<file path="config.mk">
export PLATFORM = sky130hd
export DESIGN_NAME = game_evaluator
export DESIGN_NICKNAME = d
export VERILOG_FILES = /design/src/rtl/game_evaluator.sv
export SDC_FILE = /design/constraint.sdc
export NUM_CORES = 1
export LEC_CHECK = 0
export ABC_AREA = 0
export BUFFER_PORTS_ARGS = -buffer_cell sky130_fd_sc_hd__buf_2
export CORE_MARGIN = 2
export CORE_UTILIZATION = 63
export DETAILED_ROUTE_END_ITERATION = 7
export GPL_TIMING_DRIVEN = 0
export PLACE_DENSITY = 0.9
export SYNTH_ARGS = -nofsm -noshare
export SYNTH_HDL_FRONTEND = slang
export SYNTH_SLANG_ARGS = --single-unit
</file>
<file path="constraint.sdc">
create_clock -name clk -period 8.54 [get_ports clk]
set_clock_uncertainty 0.1 [all_clocks]
set_input_delay 1.708 -clock clk [delete_from_list [all_inputs] [get_ports clk]]
set_output_delay 1.708 -clock clk [all_outputs]
set_load 0.05 [all_outputs]
</file>
<file path="src/rtl/game_evaluator.sv">
// Tic-tac-toe win/draw detector: snapshots the board on start, scans the eight lines one per clock,
// reports the lowest-index winning line or a draw, and holds a sticky gameover flag until clear.
module game_evaluator (
  input  logic        clk,
  input  logic        reset,
  input  logic [17:0] board,
  input  logic        start,
  input  logic        clear,
  output logic        busy,
  output logic        done,
  output logic        winner_valid,
  output logic        winner,
  output logic [2:0]  win_line,
  output logic        draw,
  output logic        gameover,
  output logic [3:0]  cell_count
);

  typedef enum logic [1:0] {IDLE, SCAN, REPORT} state_t;

  state_t      state;
  logic [17:0] snap;
  logic [2:0]  idx;

  logic [3:0]  ia, ib, ic;
  logic [1:0]  ca, cb, cc;
  logic        line_win;

  function automatic logic [3:0] occupied(input logic [17:0] b);
    logic [3:0] n;
    n = 4'd0;
    for (int i = 0; i < 9; i++) begin
      if (b[2*i +: 2] == 2'b01 || b[2*i +: 2] == 2'b10) n = n + 4'd1;
    end
    return n;
  endfunction

  always_comb begin
    ia = 4'd0;
    ib = 4'd1;
    ic = 4'd2;
    case (idx)
      3'd0: begin ia = 4'd0; ib = 4'd1; ic = 4'd2; end
      3'd1: begin ia = 4'd3; ib = 4'd4; ic = 4'd5; end
      3'd2: begin ia = 4'd6; ib = 4'd7; ic = 4'd8; end
      3'd3: begin ia = 4'd0; ib = 4'd3; ic = 4'd6; end
      3'd4: begin ia = 4'd1; ib = 4'd4; ic = 4'd7; end
      3'd5: begin ia = 4'd2; ib = 4'd5; ic = 4'd8; end
      3'd6: begin ia = 4'd0; ib = 4'd4; ic = 4'd8; end
      default: begin ia = 4'd2; ib = 4'd4; ic = 4'd6; end
    endcase
    ca = snap[{ia, 1'b0} +: 2];
    cb = snap[{ib, 1'b0} +: 2];
    cc = snap[{ic, 1'b0} +: 2];
    // Code 11 is treated as empty, so it can never form a winning line.
    line_win = (ca == cb) && (cb == cc) && (ca == 2'b01 || ca == 2'b10);
  end

  always_ff @(posedge clk or negedge reset) begin
    if (!reset) begin
      state        <= IDLE;
      snap         <= 18'd0;
      idx          <= 3'd0;
      busy         <= 1'b0;
      done         <= 1'b0;
      winner_valid <= 1'b0;
      winner       <= 1'b0;
      win_line     <= 3'd0;
      draw         <= 1'b0;
      gameover     <= 1'b0;
      cell_count   <= 4'd0;
    end else if (clear) begin
      state        <= IDLE;
      snap         <= 18'd0;
      idx          <= 3'd0;
      busy         <= 1'b0;
      done         <= 1'b0;
      winner_valid <= 1'b0;
      winner       <= 1'b0;
      win_line     <= 3'd0;
      draw         <= 1'b0;
      gameover     <= 1'b0;
      cell_count   <= 4'd0;
    end else begin
      case (state)
        IDLE: begin
          done <= 1'b0;
          if (start && !gameover) begin
            snap         <= board;
            idx          <= 3'd0;
            busy         <= 1'b1;
            winner_valid <= 1'b0;
            winner       <= 1'b0;
            win_line     <= 3'd0;
            draw         <= 1'b0;
            cell_count   <= occupied(board);
            state        <= SCAN;
          end
        end
        SCAN: begin
          if (line_win) begin
            winner_valid <= 1'b1;
            winner       <= (ca == 2'b10);
            win_line     <= idx;
            gameover     <= 1'b1;
            busy         <= 1'b0;
            done         <= 1'b1;
            state        <= REPORT;
          end else if (idx != 3'd7) begin
            idx <= idx + 3'd1;
          end else begin
            draw     <= (cell_count == 4'd9);
            gameover <= (cell_count == 4'd9);
            busy     <= 1'b0;
            done     <= 1'b1;
            state    <= REPORT;
          end
        end
        REPORT: begin
          done  <= 1'b0;
          state <= IDLE;
        end
        default: state <= IDLE;
      endcase
    end
  end

endmodule
</file>
### Word level (Yosys, flattened, before mapping)

Cells that the tools add are included.
W data, S select, Z words.

| cells by class | value |
|---|---|
| $add $sub $neg | 9 |
| equality and inequality tests | 39 |
| shift operators | 3 |
| multiplexer cells | 78 |
| reduce and logical (&&, ||, !) cells | 32 |

Operator list:

| operator | count |
|---|---|
| $mux W4 | 35 |
| $mux W18 | 3 |
| $shiftx A18 B6 Y2 | 3 |
| $add A4 B1 Y4 const B | 8 |
| $pmux W3 S4 | 2 |
| $eq A2 B1 Y1 const B | 11 |
| $eq A2 B2 Y1 const B | 11 |
| $ne A3 B3 Y1 const B | 7 |
| $mux W1 | 19 |
| $mux W3 | 6 |
| $pmux W4 S4 | 1 |
| $pmux W3 S2 | 2 |
| $logic_or A1 B1 Y1 | 10 |
| $pmux W1 S2 | 5 |
| $eq A3 B3 Y1 const B | 3 |
| $mux W2 | 4 |
| $reduce_and A2 Y1 | 4 |
| $reduce_and A4 Y1 | 2 |
| $eq A3 B2 Y1 const B | 2 |
| $reduce_and A3 Y1 | 2 |
| $reduce_bool A2 Y1 | 3 |
| $reduce_bool A3 Y1 | 2 |
| $reduce_or A3 Y1 | 2 |
| $eq A2 B2 Y1 | 2 |
| 10 further kinds | 12 |

| word-level totals | value |
|---|---|
| register bits after elaboration | 36 |

### Longest topological paths before layout

| depth | value |
|---|---|
| depth after elaboration | 46 |
| gate-level depth with buffers | 22 |

### Least setup slack after synthesis

Ideal clock, no wire load.

| path | value |
|---|---|
| path kind | input -> register |
| from | in board[1] |
| to | reg cell_count[2] |
| library setup time | 0.078 ns |
| arrival time | 5.823 ns |
| required time | 8.362 ns |
| slack | 2.539 ns |
| stages on the path | 21 |
| path buffers | 0 |
| cell sequence | xnor2_1 inv_1 ha_1 or4_1 and3_1 ha_1 and2b_2 a211o_1 nand3_1 nor4b_4 ha_1 xor2_1 nor2_1 a221oi_1 inv_1 ha_1 nand2_1 xnor2_1 xnor2_1 nand2_1 a21oi_1 |

| between the ends | value |
|---|---|
| longest elaborated chain between the ends | 46 |
| elaborated cells on any way between the ends | 47 |
| those cells by class | add/sub: 8; eq/ne: 2; mux: 36; reduce/logical: 1 |

Ends and longest elaborated chain:

| element | RTL line | text |
|---|---|---|
| start, declared | 6 | `input logic [17:0] board,` |
| $eq A2 B1 Y1 / $eq A2 B2 Y1 (equally long branches) | 33 | `if (b[2*i +: 2] == 2'b01 \|\| b[2*i +: 2] == 2'b10) n = n + 4'd1;` |
| $logic_or A1 B1 Y1 * | 33 |  |
| $mux W1 * | 33 |  |
| $mux W4 * | 88 | `if (start && !gameover) begin` |
| $mux W4 * | 85 | `case (state)` |
| $mux W4 * | 72 | `end else if (clear) begin` |
| $add A4 B1 Y4 | 33 |  |
| $mux W4 * | 33 |  |
| [... 30 more ...] | - |  |
| $mux W4 * | 88 |  |
| $mux W4 * | 85 |  |
| $mux W4 * | 72 |  |
| $add A4 B1 Y4 | 33 |  |
| $mux W4 * | 33 |  |
| $mux W4 * | 88 |  |
| $mux W4 * | 85 |  |
| $mux W4 * | 72 |  |
| end signal, assigned | 96 | `cell_count <= occupied(board);` |
| end, declared | 16 | `output logic [3:0] cell_count` |

Every way passes the cells marked *; elsewhere a longest branch is shown, timed or not. The select of a mux whose other input is x is not followed.
A chain may end at the register's enable or synchronous reset.

### Worst setup path in the final report

| path | value |
|---|---|
| from | in board[3] |
| to | reg cell_count[2] |

| between the ends | value |
|---|---|
| longest elaborated chain between the ends | 41 |
| elaborated cells on any way between the ends | 42 |
| those cells by class | add/sub: 7; eq/ne: 2; mux: 32; reduce/logical: 1 |

Ends and longest elaborated chain:

| element | RTL line |
|---|---|
| $eq A2 B1 Y1 / $eq A2 B2 Y1 (equally long branches) | 33 |
| $logic_or A1 B1 Y1 * | 33 |
| $mux W4 * | 33 |
| $mux W4 * | 88 |
| $mux W4 * | 85 |
| $mux W4 * | 72 |
| $add A4 B1 Y4 | 33 |
| $mux W4 * | 33 |
| [... 25 more ...] | - |
| $mux W4 * | 88 |
| $mux W4 * | 85 |
| $mux W4 * | 72 |
| $add A4 B1 Y4 | 33 |
| $mux W4 * | 33 |
| $mux W4 * | 88 |
| $mux W4 * | 85 |
| $mux W4 * | 72 |

Marks and branches as above.

==> results.md <==
* Initial DRC count at roughly 180
* DP Wirelength at slightly above 5000 µm
* Sequential share of power at 25.0%
* H-tree lvl count at 2
* Clock sink total at 36
* Fin. Hold Viols at 0
* GP Congestion at 0.894
* Predominant post-synthesis flop cell: dfrtp_1
* Distinct cells, synth at 55
* Post-Route WL at about 6800 µm
* Synthesized area per cell at around 9 µm²
* Syn Nets at 365
* Switch share at between 40% and 50%
* Non-filler cells, final at roughly 420
* Worst Path Max Fanout at 8
* First-pass GRT wire length at ~11000 µm
* Nets@finish at 405
* Area of the die at just over 5000 µm²
* Slew at the pin with the worst max-slew slack at about 0.76 ns
* DR DRC count at 0
* R2r setup slk at between 4 and 5 ns
* Cell count after synthesis at 329
* Most frequent cells in the layout: 56 x nand2_1, 36 x dfrtp_1, 33 x buf_2
* Setup TNS at 0 ns
* Root buf cell: clkbuf_8
* Final setup viols at 0
* Final Cell Area at roughly 3200 µm²
* FF-to-FF path depth at 11
* Post-DR wirelength/cell at about 16 µm
* I/O Pins at 35
* Clock group share of total power at 15.4%
* Inserted Clock Buffers at 5
* CP Class: primary input to flop
* Status: completed
* Crit path launch: board[3]
* Psw at around 430 µW
* Tmin final at ~6.3 ns
* Ys Warns at 0
* Pwr/cell area at 296 nW/µm²
* CP Launch Type: primary input
* # Post-CTS Setup Buffers at 0
* Asr flop ratio synth at 100%
* Pin count of the biggest net entering global routing at 37
* Worst skew pair latency at 0.29 ns
* ANT nets after route at 0
* Peak VDD IR at around 0.22 mV
* Register area share after synthesis at a little under a third
* Core Area at about 4400 µm²
* Drt pass-1 iters at 4
* Crit path capture: cell_count[2]$_DFFE_PN0P_
* Die H at 71.7 µm
* Worst EP required at roughly 8.7 ns
* Reg area at 901 µm²
* Multi-input combinational cell area at roughly 1900 µm²
* RR Endpoint: idx[0]$_DFFE_PN0P_
* Max-cap violations at 0
* FP Rows at 24
* Final max-slew violation count at 0
* Vias per cell at ~6.2
* Max Freq at about 160 MHz
* Lkg Pwr at approximately 0.0015 µW
* GRT Util Overall at between 20% and 30%
* Logic pwr share at between 50% and 60%
* Slack of the critical path at 2.24 ns
* Via count at 2600
* Register bit total from synthesis at 36
* Initial antenna violation count at 0
* Syn Std Cell Area at approximately 2900 µm²
* CTS resizes at 0
* DP Area at approximately 3100 µm²
* CTS tree: done
* Worst hold path class: flop to flop
* Vias in the first global route at between 2000 and 2500
* Internal power at around 520 µW
* PortBufs at 33
* # hold bufs at CTS at 0
* Post-synth EDFFs at 0
* CTS Buffer Depth at 2
* Most common library cell in the layout ignoring fill and taps: nand2_1
* Max transition margin at 49.5%
* Unrepaired setup endpoints after global routing: no
* Inserted Diodes at 0
* Area growth from synthesis to layout at 11.7%
* Data arrival, critical path at 6.42 ns
* CP Capture Type: flop
* Fill cells at ~330
* Die width at roughly 72 µm
* Tcrit/Tclk final at between 70% and 80%
* Share of layout cells above drive strength 1 at between 15 and 20%
* Worst-path clk slew at approximately 0.07 ns
* Place WS at slightly below 2 ns
* Final core occ at between 70% and 80%
* Starting Density at about two thirds
* GR Overflow Total at 0
* RR Startpoint: idx[0]$_DFFE_PN0P_
* Dpl cells at between 400 and 500
==> final cells by class <==
| class | count | area share, % |
|---|---|---|
| multi-input combinational | 271 | 59.1 |
| sequential | 36 | 27.9 |
| timing repair buffer | 33 | 5.12 |
| clock buffer | 6 | 2.25 |
| tap | 52 | 2.02 |
| buffer | 11 | 1.28 |
| inverter | 11 | 1.28 |
| clock inverter | 2 | 1.09 |
==> worst min path at each step <==
stage	cells after the start	slack, ns	end	from
global route	1	0.40	busy$_DFFE_PN0P_	busy$_DFFE_PN0P_
floorplan	2	0.40	snap[17]$_DFFE_PN0P_	snap[17]$_DFFE_PN0P_
finish	1	0.38	busy$_DFFE_PN0P_	busy$_DFFE_PN0P_
detailed placement	1	0.37	busy$_DFFE_PN0P_	busy$_DFFE_PN0P_
global placement	1	0.36	busy$_DFFE_PN0P_	busy$_DFFE_PN0P_
CTS	1	0.39	busy$_DFFE_PN0P_	busy$_DFFE_PN0P_
==> worst max-delay path, stage by stage <==
cell and delay, ns:
buf_2 0.11, xnor2_1 0.33, inv_1 0.18, ha_1 0.41
xor3_2 0.58, xnor2_1 0.17, ha_1 0.30, and2b_2 0.21
a211o_1 0.28, nand3_1 0.07, nor4b_4 0.39, ha_1 0.32
xor2_1 0.15, nor2_1 0.06, a221oi_1 0.29, inv_1 0.11
ha_1 0.21, nand2_1 0.07, xnor2_1 0.13, xnor2_1 0.13
nand2_1 0.06, a21oi_1 0.15
==> flip-flops by register name, indices dropped and copies added, names as in the netlist <==
| register | cells |
|---|---|
| gameover | 1 |
| cell_count | 4 |
| done | 1 |
| busy | 1 |
| winner_valid | 1 |
| snap | 18 |
| idx | 3 |
| win_line | 3 |
| state | 2 |
| draw | 1 |
| winner | 1 |
==> cells by family after synthesis <==
| group | Yosys count | share of synthesized area (%) |
|---|---|---|
| flip-flops | 36 | 31.2 |
| buffers and inverters | 22 | 2.86 |
| AND/OR/NAND/NOR | 126 | 21.3 |
| AO/OA/AOI/OAI | 78 | 18.0 |
| adder cells (fa/ha/maj) | 15 | 6.41 |
| multiplexers | 20 | 8.27 |
| XOR/XNOR | 32 | 12.1 |
==> Yosys cell counts (2+ instances only) <==
cell      instances  area share (%)
a211o_1           2            0.61
a211oi_1          3            0.78
a21o_1            4             1.0
a21oi_1          30             5.2
a22o_1            8             2.4
a31oi_1           4            0.87
and2_1            2            0.43
and3_1            6             1.3
and3b_1           2            0.61
clkbuf_1         11             1.4
dfrtp_1          36              31
ha_1             14             6.1
inv_1            11             1.4
mux2_2            8             3.1
mux2i_1           9             3.1
mux4_2            2             1.6
nand2_1          56             7.3
nand2b_1          7             1.5
nand3_1           2            0.35
nand3b_1          2            0.52
nand4_1           4            0.87
nor2_1           23             3.0
nor2b_1           5             1.1
nor3_1            7             1.2
o211ai_1          2            0.52
o21ai_0           9             1.6
o21ai_1           2            0.35
o21bai_1          2            0.52
o31ai_1           2            0.52
or4_1             3            0.78
xnor2_1          16             4.8
xor2_1           12             3.6
==> routing by layer <==
| layer | GRT usage (%) | wire length [µm] |
|---|---|---|
| met1 | 35.6 | 2920 |
| met2 | 50.0 | 3480 |
| met3 | 3.80 | 257 |
| met4 | 9.43 | 114 |
| met5 | 0 | 0 |
==> power by group through the flow <==
stage                     Sequential, µW  Clock (µW)  Combinational [µW]
after global routing                 242         155                 632
after detailed placement             240           0                 562
after global placement               237           0                 543
after CTS                            237         147                 567
final                                239         147                 569
after floorplan                      269           0                 416
==> metrics by stage <==
stage / total power (µW) / hold WS [ns]
after global routing: 1030 / 0.396
after floorplan: 685 / 0.401
after detailed placement: 802 / 0.370
after CTS: 952 / 0.387
after global placement: 779 / 0.356
final: 955 / 0.383
Power figures use the tool's default switching activity.
